--- config.mk ---
export PLATFORM = sky130hd
export DESIGN_NAME = reg_writeback_flat
export DESIGN_NICKNAME = d
export VERILOG_FILES = /design/src/rtl/wb_pkg.sv /design/src/rtl/reg_writeback_if.sv /design/src/rtl/load_queue.sv /design/src/rtl/reg_writeback.sv /design/src/flat_wrapper.sv
export SDC_FILE = /design/constraint.sdc
export NUM_CORES = 1
export LEC_CHECK = 0
export CELL_PAD_IN_SITES_DETAIL_PLACEMENT = 0
export CELL_PAD_IN_SITES_GLOBAL_PLACEMENT = 1
export CORE_ASPECT_RATIO = 1.4
export CORE_MARGIN = 5
export CORE_UTILIZATION = 25
export CTS_CLUSTER_DIAMETER = 200
export DETAILED_ROUTE_END_ITERATION = 12
export PLACE_DENSITY_LB_ADDON = 0.08
export SLEW_MARGIN = 20
export SYNTH_ARGS = -nofsm -noshare
export SYNTH_HDL_FRONTEND = slang
export SYNTH_SLANG_ARGS = --single-unit
export TNS_END_PERCENT = 10
--- constraint.sdc ---
create_clock -name clk -period 3.5 [get_ports clk]
set_input_delay 0.7 -clock clk [delete_from_list [all_inputs] [get_ports clk]]
set_output_delay 0.7 -clock clk [all_outputs]
set_load 0.02 [all_outputs]
--- src/rtl/wb_pkg.sv ---
// Shared types for the writeback block: load funct3 codes, queue entry and load-data alignment.
package wb_pkg;

    localparam int unsigned LQ_DEPTH_DEFAULT = 4;

    typedef enum logic [2:0] {
        F3_LB  = 3'b000,
        F3_LH  = 3'b001,
        F3_LW  = 3'b010,
        F3_LBU = 3'b100,
        F3_LHU = 3'b101
    } load_f3_e;

    typedef struct packed {
        logic [4:0] rd;
        logic [2:0] funct3;
        logic [1:0] off;
    } lq_entry_t;

    // Unlisted funct3 codes fall through to a full-word load.
    function automatic logic [31:0] load_extend(input logic [2:0]  funct3,
                                                input logic [1:0]  off,
                                                input logic [31:0] rdata);
        logic [7:0]  b;
        logic [15:0] h;
        logic [31:0] r;
        b = rdata[{off, 3'b000} +: 8];
        h = off[1] ? rdata[31:16] : rdata[15:0];
        case (funct3)
            F3_LB:   r = {{24{b[7]}}, b};
            F3_LH:   r = {{16{h[15]}}, h};
            F3_LBU:  r = {24'h0, b};
            F3_LHU:  r = {16'h0, h};
            default: r = rdata;
        endcase
        return r;
    endfunction

endpackage

--- src/rtl/reg_writeback_if.sv ---
// Request/response and register-file write signals of the writeback stage.
interface reg_writeback_if;

    logic        alu_valid;
    logic [4:0]  alu_rd;
    logic [31:0] alu_data;
    logic        alu_ready;

    logic        ld_req_valid;
    logic [4:0]  ld_req_rd;
    logic [2:0]  ld_req_funct3;
    logic [1:0]  ld_req_off;
    logic        ld_req_ready;

    logic        mem_rvalid;
    logic [31:0] mem_rdata;

    logic [4:0]  dec_rs1;
    logic [4:0]  dec_rs2;
    logic [4:0]  dec_rd;
    logic        stall;

    logic        reg_write;
    logic [4:0]  wb_rd_addr;
    logic [31:0] back_rd_data;
    logic [31:0] busy;
    logic        err_unexp;

    modport slave (
        input  alu_valid, alu_rd, alu_data,
        output alu_ready,
        input  ld_req_valid, ld_req_rd, ld_req_funct3, ld_req_off,
        output ld_req_ready,
        input  mem_rvalid, mem_rdata,
        input  dec_rs1, dec_rs2, dec_rd,
        output stall,
        output reg_write, wb_rd_addr, back_rd_data, busy, err_unexp
    );

    modport master (
        output alu_valid, alu_rd, alu_data,
        input  alu_ready,
        output ld_req_valid, ld_req_rd, ld_req_funct3, ld_req_off,
        input  ld_req_ready,
        output mem_rvalid, mem_rdata,
        output dec_rs1, dec_rs2, dec_rd,
        input  stall,
        input  reg_write, wb_rd_addr, back_rd_data, busy, err_unexp
    );

endinterface

--- src/rtl/load_queue.sv ---
// In-order FIFO of outstanding loads; head entry describes the next memory response.
module load_queue
    import wb_pkg::*;
#(
    parameter int unsigned DEPTH = LQ_DEPTH_DEFAULT,
    localparam int unsigned PTR_W = (DEPTH > 1) ? $clog2(DEPTH) : 1,
    localparam int unsigned CNT_W = $clog2(DEPTH + 1)
) (
    input  logic             clk,
    input  logic             rst,
    input  logic             push,
    input  lq_entry_t        push_entry,
    input  logic             pop,
    output lq_entry_t        head,
    output logic             full,
    output logic             empty,
    output logic [CNT_W-1:0] count
);

    lq_entry_t        mem [DEPTH];
    logic [PTR_W-1:0] wr_ptr;
    logic [PTR_W-1:0] rd_ptr;
    logic             do_push;
    logic             do_pop;

    function automatic logic [PTR_W-1:0] next_ptr(input logic [PTR_W-1:0] p);
        return (p == PTR_W'(DEPTH - 1)) ? '0 : p + PTR_W'(1);
    endfunction

    assign full    = (count == CNT_W'(DEPTH));
    assign empty   = (count == '0);
    assign do_push = push && !full;
    assign do_pop  = pop && !empty;
    assign head    = mem[rd_ptr];

    always_ff @(posedge clk or posedge rst) begin
        if (rst) begin
            wr_ptr <= '0;
            rd_ptr <= '0;
            count  <= '0;
        end else begin
            if (do_push) wr_ptr <= next_ptr(wr_ptr);
            if (do_pop)  rd_ptr <= next_ptr(rd_ptr);
            case ({do_push, do_pop})
                2'b10:   count <= count + CNT_W'(1);
                2'b01:   count <= count - CNT_W'(1);
                default: count <= count;
            endcase
        end
    end

    always_ff @(posedge clk) begin
        if (do_push) mem[wr_ptr] <= push_entry;
    end

endmodule

--- src/rtl/reg_writeback.sv ---
// Register writeback stage: arbitrates load returns over ALU results and tracks pending-load scoreboard.
module reg_writeback
    import wb_pkg::*;
#(
    parameter int unsigned LQ_DEPTH = LQ_DEPTH_DEFAULT
) (
    input logic           clk,
    input logic           rst,
    reg_writeback_if.slave wb
);

    localparam int unsigned CNT_W = $clog2(LQ_DEPTH + 1);

    lq_entry_t        push_entry;
    lq_entry_t        head;
    logic             full;
    logic             empty;
    logic [CNT_W-1:0] count;
    logic             push;
    logic             pop;
    logic             alu_fire;

    logic [31:0]      busy_q;
    logic             clr_valid;
    logic [4:0]       clr_rd;
    logic             reg_write_q;
    logic [4:0]       wb_rd_q;
    logic [31:0]      wb_data_q;
    logic             err_q;

    assign push_entry = '{rd: wb.ld_req_rd, funct3: wb.ld_req_funct3, off: wb.ld_req_off};

    // Same-rd loads are held off until the earlier one retires (WAW).
    assign wb.ld_req_ready = !full && !busy_q[wb.ld_req_rd];
    assign wb.alu_ready    = !(wb.mem_rvalid && count != '0);
    assign wb.stall        = busy_q[wb.dec_rs1] | busy_q[wb.dec_rs2] | busy_q[wb.dec_rd];
    assign wb.busy         = busy_q;
    assign wb.reg_write    = reg_write_q;
    assign wb.wb_rd_addr   = wb_rd_q;
    assign wb.back_rd_data = wb_data_q;
    assign wb.err_unexp    = err_q;

    assign push     = wb.ld_req_valid && wb.ld_req_ready;
    assign pop      = wb.mem_rvalid && !empty;
    assign alu_fire = wb.alu_valid && wb.alu_ready;

    load_queue #(.DEPTH(LQ_DEPTH)) u_lq (
        .clk        (clk),
        .rst        (rst),
        .push       (push),
        .push_entry (push_entry),
        .pop        (pop),
        .head       (head),
        .full       (full),
        .empty      (empty),
        .count      (count)
    );

    always_ff @(posedge clk or posedge rst) begin
        if (rst) begin
            reg_write_q <= 1'b0;
            wb_rd_q     <= '0;
            wb_data_q   <= '0;
        end else if (pop) begin
            reg_write_q <= (head.rd != '0);
            wb_rd_q     <= head.rd;
            wb_data_q   <= load_extend(head.funct3, head.off, wb.mem_rdata);
        end else if (alu_fire) begin
            reg_write_q <= (wb.alu_rd != '0);
            wb_rd_q     <= wb.alu_rd;
            wb_data_q   <= wb.alu_data;
        end else begin
            reg_write_q <= 1'b0;
        end
    end

    // Busy clears one edge after the pop, i.e. when the register file takes the write.
    // A push can never target clr_rd: that register is still busy so ld_req_ready is low.
    always_ff @(posedge clk or posedge rst) begin
        if (rst) begin
            busy_q    <= '0;
            clr_valid <= 1'b0;
            clr_rd    <= '0;
            err_q     <= 1'b0;
        end else begin
            clr_valid <= pop;
            clr_rd    <= head.rd;
            if (clr_valid) busy_q[clr_rd] <= 1'b0;
            if (push && wb.ld_req_rd != '0) busy_q[wb.ld_req_rd] <= 1'b1;
            if (wb.mem_rvalid && empty) err_q <= 1'b1;
        end
    end

endmodule

--- src/flat_wrapper.sv ---
// flat-port wrapper written by rule: the top's interface ports become plain ports
module reg_writeback_flat import wb_pkg::*;
#(
    parameter int unsigned LQ_DEPTH = LQ_DEPTH_DEFAULT
)
  (clk, rst, wb_alu_valid, wb_alu_rd, wb_alu_data, wb_alu_ready, wb_ld_req_valid, wb_ld_req_rd, wb_ld_req_funct3, wb_ld_req_off, wb_ld_req_ready, wb_mem_rvalid, wb_mem_rdata, wb_dec_rs1, wb_dec_rs2, wb_dec_rd, wb_stall, wb_reg_write, wb_wb_rd_addr, wb_back_rd_data, wb_busy, wb_err_unexp);
  reg_writeback_if wb_i ();
  input logic clk;
  input logic rst;
  input wire logic [$bits(wb_i.alu_valid)-1:0] wb_alu_valid;
  input wire logic [$bits(wb_i.alu_rd)-1:0] wb_alu_rd;
  input wire logic [$bits(wb_i.alu_data)-1:0] wb_alu_data;
  output wire logic [$bits(wb_i.alu_ready)-1:0] wb_alu_ready;
  input wire logic [$bits(wb_i.ld_req_valid)-1:0] wb_ld_req_valid;
  input wire logic [$bits(wb_i.ld_req_rd)-1:0] wb_ld_req_rd;
  input wire logic [$bits(wb_i.ld_req_funct3)-1:0] wb_ld_req_funct3;
  input wire logic [$bits(wb_i.ld_req_off)-1:0] wb_ld_req_off;
  output wire logic [$bits(wb_i.ld_req_ready)-1:0] wb_ld_req_ready;
  input wire logic [$bits(wb_i.mem_rvalid)-1:0] wb_mem_rvalid;
  input wire logic [$bits(wb_i.mem_rdata)-1:0] wb_mem_rdata;
  input wire logic [$bits(wb_i.dec_rs1)-1:0] wb_dec_rs1;
  input wire logic [$bits(wb_i.dec_rs2)-1:0] wb_dec_rs2;
  input wire logic [$bits(wb_i.dec_rd)-1:0] wb_dec_rd;
  output wire logic [$bits(wb_i.stall)-1:0] wb_stall;
  output wire logic [$bits(wb_i.reg_write)-1:0] wb_reg_write;
  output wire logic [$bits(wb_i.wb_rd_addr)-1:0] wb_wb_rd_addr;
  output wire logic [$bits(wb_i.back_rd_data)-1:0] wb_back_rd_data;
  output wire logic [$bits(wb_i.busy)-1:0] wb_busy;
  output wire logic [$bits(wb_i.err_unexp)-1:0] wb_err_unexp;
  assign wb_i.alu_valid = wb_alu_valid;
  assign wb_i.alu_rd = wb_alu_rd;
  assign wb_i.alu_data = wb_alu_data;
  assign wb_alu_ready = wb_i.alu_ready;
  assign wb_i.ld_req_valid = wb_ld_req_valid;
  assign wb_i.ld_req_rd = wb_ld_req_rd;
  assign wb_i.ld_req_funct3 = wb_ld_req_funct3;
  assign wb_i.ld_req_off = wb_ld_req_off;
  assign wb_ld_req_ready = wb_i.ld_req_ready;
  assign wb_i.mem_rvalid = wb_mem_rvalid;
  assign wb_i.mem_rdata = wb_mem_rdata;
  assign wb_i.dec_rs1 = wb_dec_rs1;
  assign wb_i.dec_rs2 = wb_dec_rs2;
  assign wb_i.dec_rd = wb_dec_rd;
  assign wb_stall = wb_i.stall;
  assign wb_reg_write = wb_i.reg_write;
  assign wb_wb_rd_addr = wb_i.wb_rd_addr;
  assign wb_back_rd_data = wb_i.back_rd_data;
  assign wb_busy = wb_i.busy;
  assign wb_err_unexp = wb_i.err_unexp;
  reg_writeback #(.LQ_DEPTH(LQ_DEPTH)) u_core (.clk(clk), .rst(rst), .wb(wb_i));
endmodule
==> impl_metrics.py <==
metrics = {
    "outcome": {
        "status": "finished clean",
    },
    "synth": {
        "ys_ff_latch": 124,
        "ys.flop_type": "dfrtp_1",
        "yosysUniqueCellTypes": 52,
        "ys.warnings.count": 0,
        "synth_area_um2": 6860,
        "synth_nets": 665,
        "synthArstFlopShare_pct": 67.74,
        "netlist_instances": 559,
        "synth_edf_count": 40,
        "synth_seq_area_share_pct": 48.15,
        "syn_avg_cell_area_um2": 12.27,
    },
    "cts": {
        "cts_sinks": 124,
        "cts_made_buffers": 17,
        "post_cts_buffers": 0,
        "clkLatencyLatePin_ns": 0.43,
        "clkTransAtPathRegs_ns": 0.06,
        "cts_htree_levels": 4,
        "cts_tree": "yes",
        "cts_hold_buffers": 0,
        "cts_buffer_depth": 2,
        "cts-root-buf": "clkbuf_16",
    },
    "timing": {
        "drv_slew": 0,
        "layout_min_cycle_time_ns": 3.399,
        "finClkSkew_ns": 0.01178,
        "tightest_slew_ns": 0.6524,
        "hold_viol_final": 0,
        "max_slew_margin_pct": 56.51,
        "rsz0062_at_grt": "false",
        "setup_violations": 0,
        "finalSetupTns_ns": 0,
        "timing.fmax_mhz": 294.2,
        "finalCritPeriodShare_pct": 97.11,
    },
    "min_path": {
        "worstHoldPathType": "register to register",
        "hold_start": "u_core.wb.err_unexp$_DFFE_PP0P_",
    },
    "finish": {
        "fin_nets": 878,
        "fin_cells": 1150,
        "finish.instance_area_um2": 9960,
        "layout-drive-gt1-share_pct": 20.89,
        "diodes": 0,
        "fin_util_pct": 36.88,
        "area_growth_pct": 45.18,
    },
    "setup_path": {
        "critPathKind": "input port to primary output",
        "cp_max_fo": 7,
        "setup.worst_path.start": "wb_dec_rs1[0]",
        "crit_path_end_kind": "primary output",
        "startpoint_type": "input port",
        "rr_startpoint": "u_core.wb.busy[21]$_DFF_PP0_",
        "crit_arrival_ns": 2.70,
        "slowest_delay_ns": 0.53,
        "cp.required_ns": 2.80,
        "critPathBufInv": 3,
        "worst_path_max_delay_cell": "clkdlybuf4s50_1",
        "path_cells": "clkdlybuf4s50_1 -> buf_12 -> mux4_2 -> mux2_2 -> a311oi_2 -> nand3_1 -> buf_2",
        "cpLargestDelayFamily": "buffers and inverters",
    },
    "drt": {
        "firstDrtPassIters": 4,
        "drt-initial-drc-count": 307,
        "routedWlPerCell_um": 23.60,
        "vias_per_cell": 5.077,
        "via_count": 5838,
        "ant_nets": 0,
        "totalWireLength_um": 27140,
        "remaining_drc_errors": 0,
    },
    "placement": {
        "globalplace.congestion": 0.8385,
        "dpl.hpwl_um": 20810,
        "placed_cell_area_um2": 9388,
        "dpl.cell_count": 1118,
        "place.port_buffers": 172,
    },
    "pwr": {
        "swShare_pct": 41.09,
        "p_comb_share_pct": 48.9,
        "seq_power_share_pct": 30.6,
        "clockPowerShare_pct": 20.4,
        "p_switching_uw": 3469,
        "power_density_nw_per_um2": 847.6,
        "ir_drop_uv": 371.7,
        "p_int_uw": 4973,
        "fin_total_pwr_uw": 8442,
        "leakagePower_uw": 0.003841,
    },
    "global_routing": {
        "met1_usage_pct": 19.27,
        "overflow": 0,
        "use_met2_pct": 32.42,
        "grt_util_met3_pct": 4.299,
        "groute.usage.overall_pct": 17.60,
        "grt_most_used_layer": "met2",
        "grt_max_degree": 48,
        "grt_pass1_vias": 6444,
        "grt_pass1_wl_um": 40450,
        "antenna_found_initial": 1,
    },
    "job": {
        "maxCapViolations": 0,
    },
    "die": {
        "dieArea_um2": 30900,
        "fp-row-count": 71,
        "start_util_pct": 25.40,
        "ioPinCount": 173,
        "die_x_um": 150.0,
        "die_h_um": 206.0,
        "core-area_um2": 27010,
    },
}
[state kept, by name, summed over array words and instances (netlist names)]
signal and cells:
u_core.wb.reg_write 1, u_core.u_lq.count 3, u_core.wb.back_rd_data 32, u_core.wb.busy 32
u_core.u_lq.wr_ptr 2, u_core.clr_valid 1, u_core.u_lq.mem 40, u_core.u_lq.rd_ptr 2
u_core.wb.err_unexp 1, u_core.wb.wb_rd_addr 5, u_core.clr_rd 5
[layout make-up]
| cell class | count | area [um^2] |
|---|---|---|
| fill | 2758 | 17050 |
| inverter | 17 | 65.06 |
| clock inverter | 13 | 112.6 |
| multi-input combinational | 373 | 3287 |
| sequential | 124 | 3303 |
| clock buffer | 19 | 464.2 |
| timing repair buffer | 239 | 2271 |
| tap | 365 | 456.7 |
[placed cells by master, fill, tap and decap left out, types with 3 or more instances in the layout]
cell type / count
a22oi_1: 22
buf_4: 62
nor2_1: 15
inv_6: 9
o41ai_1: 8
o31ai_1: 21
mux2_2: 13
or3b_2: 3
dfrtp_1: 84
nand3_1: 24
a21o_1: 3
buf_12: 5
mux2i_1: 61
nand2_1: 25
clkbuf_16: 18
clkdlybuf4s50_1: 168
nor3_1: 7
o21ai_0: 48
ha_1: 6
o211ai_1: 16
nor2b_1: 3
inv_1: 16
mux4_2: 38
nand3b_1: 9
edfxtp_1: 40
nand2b_1: 5
o22ai_1: 10
[final timing paths]
kind,to,slack [ns],cells past startpoint
hold reg to reg,u_core.wb.err_unexp$_DFFE_PP0P_,0.47,1
setup / recovery,wb_stall,0.10,7
hold / removal,u_core.wb.err_unexp$_DFFE_PP0P_,0.47,1
min in group asynchronous,u_core.wb.back_rd_data[27]$_DFFE_PP0P_,0.64,2
max in group asynchronous,u_core.wb.back_rd_data[20]$_DFFE_PP0P_,2.24,3
setup reg to reg,u_core.u_lq.count[2]$_DFFE_PP0P_,0.77,11
[synth_stat cells, types with 3 or more instances]
| cell | number | area (um^2) |
|---|---|---|
| nor3_1 | 7 | 35.03 |
| mux2_2 | 13 | 146.4 |
| dfrtp_1 | 84 | 2102 |
| edfxtp_1 | 40 | 1201 |
| nand3_1 | 24 | 120.1 |
| nand3b_1 | 9 | 67.56 |
| a21o_1 | 3 | 22.52 |
| o211ai_1 | 16 | 120.1 |
| ha_1 | 6 | 75.07 |
| nand2_1 | 25 | 93.84 |
| inv_1 | 17 | 63.81 |
| nor2_1 | 15 | 56.30 |
| mux2i_1 | 61 | 610.6 |
| o41ai_1 | 8 | 70.07 |
| or3b_2 | 3 | 26.28 |
| nor2b_1 | 3 | 18.77 |
| o21ai_0 | 48 | 240.2 |
| buf_1 | 7 | 26.28 |
| o31ai_1 | 21 | 157.7 |
| nand2b_1 | 5 | 31.28 |
| clkbuf_1 | 25 | 93.84 |
| buf_2 | 8 | 40.04 |
| mux4_2 | 38 | 855.8 |
| o22ai_1 | 10 | 62.56 |
| a22oi_1 | 22 | 165.2 |
| buf_6 | 4 | 45.04 |
[layer usage]
metal / up-vias / routed length, um
li1: 2626 / -
met1: 2922 / 10270
met2: 244 / 14320
met3: 44 / 1657
met4: 2 / 870
met5: - / 19
[power groups by stage]
stage | Sequential [uW] | Clock, uW | Combinational [uW]
5_1_grt | 2640 | 1860 | 4440
3_5_place_dp | 2610 | 0 | 4170
3_3_place_gp | 2610 | 0 | 4140
4_1_cts | 2590 | 1780 | 4190
6_report | 2580 | 1730 | 4130
2_1_floorplan | 2900 | 0 | 1770
[logic make-up (layout without fill, tap and decap cells)]
group	after synthesis	count (layout)	share of synthesized area (%)
flip-flops	124	124	48.15
adder cells (fa/ha/maj)	7	7	1.386
multiplexers	112	112	23.51
XOR/XNOR	3	3	0.3831
AO/OA/AOI/OAI	147	147	14.65
buffers and inverters	62	288	4.031
AND/OR/NAND/NOR	104	104	7.897
[through the flow]
stage | worst slack [ns] | hold WS (ns)
4_1_cts | 0.01352 | 0.4915
5_1_grt | 0.01764 | 0.4945
6_report | 0.1013 | 0.4735
3_5_place_dp | -0.3753 | 0.4754
2_1_floorplan | 0.3041 | 0.4637
3_3_place_gp | -0.3564 | 0.4514
[timing repair]
item	CTS	global route
pin swaps	0	1
endpoints found under the setup margin	2	2
gates resized for setup	7	2
Note: power is estimated with default switching activity, not from simulation.
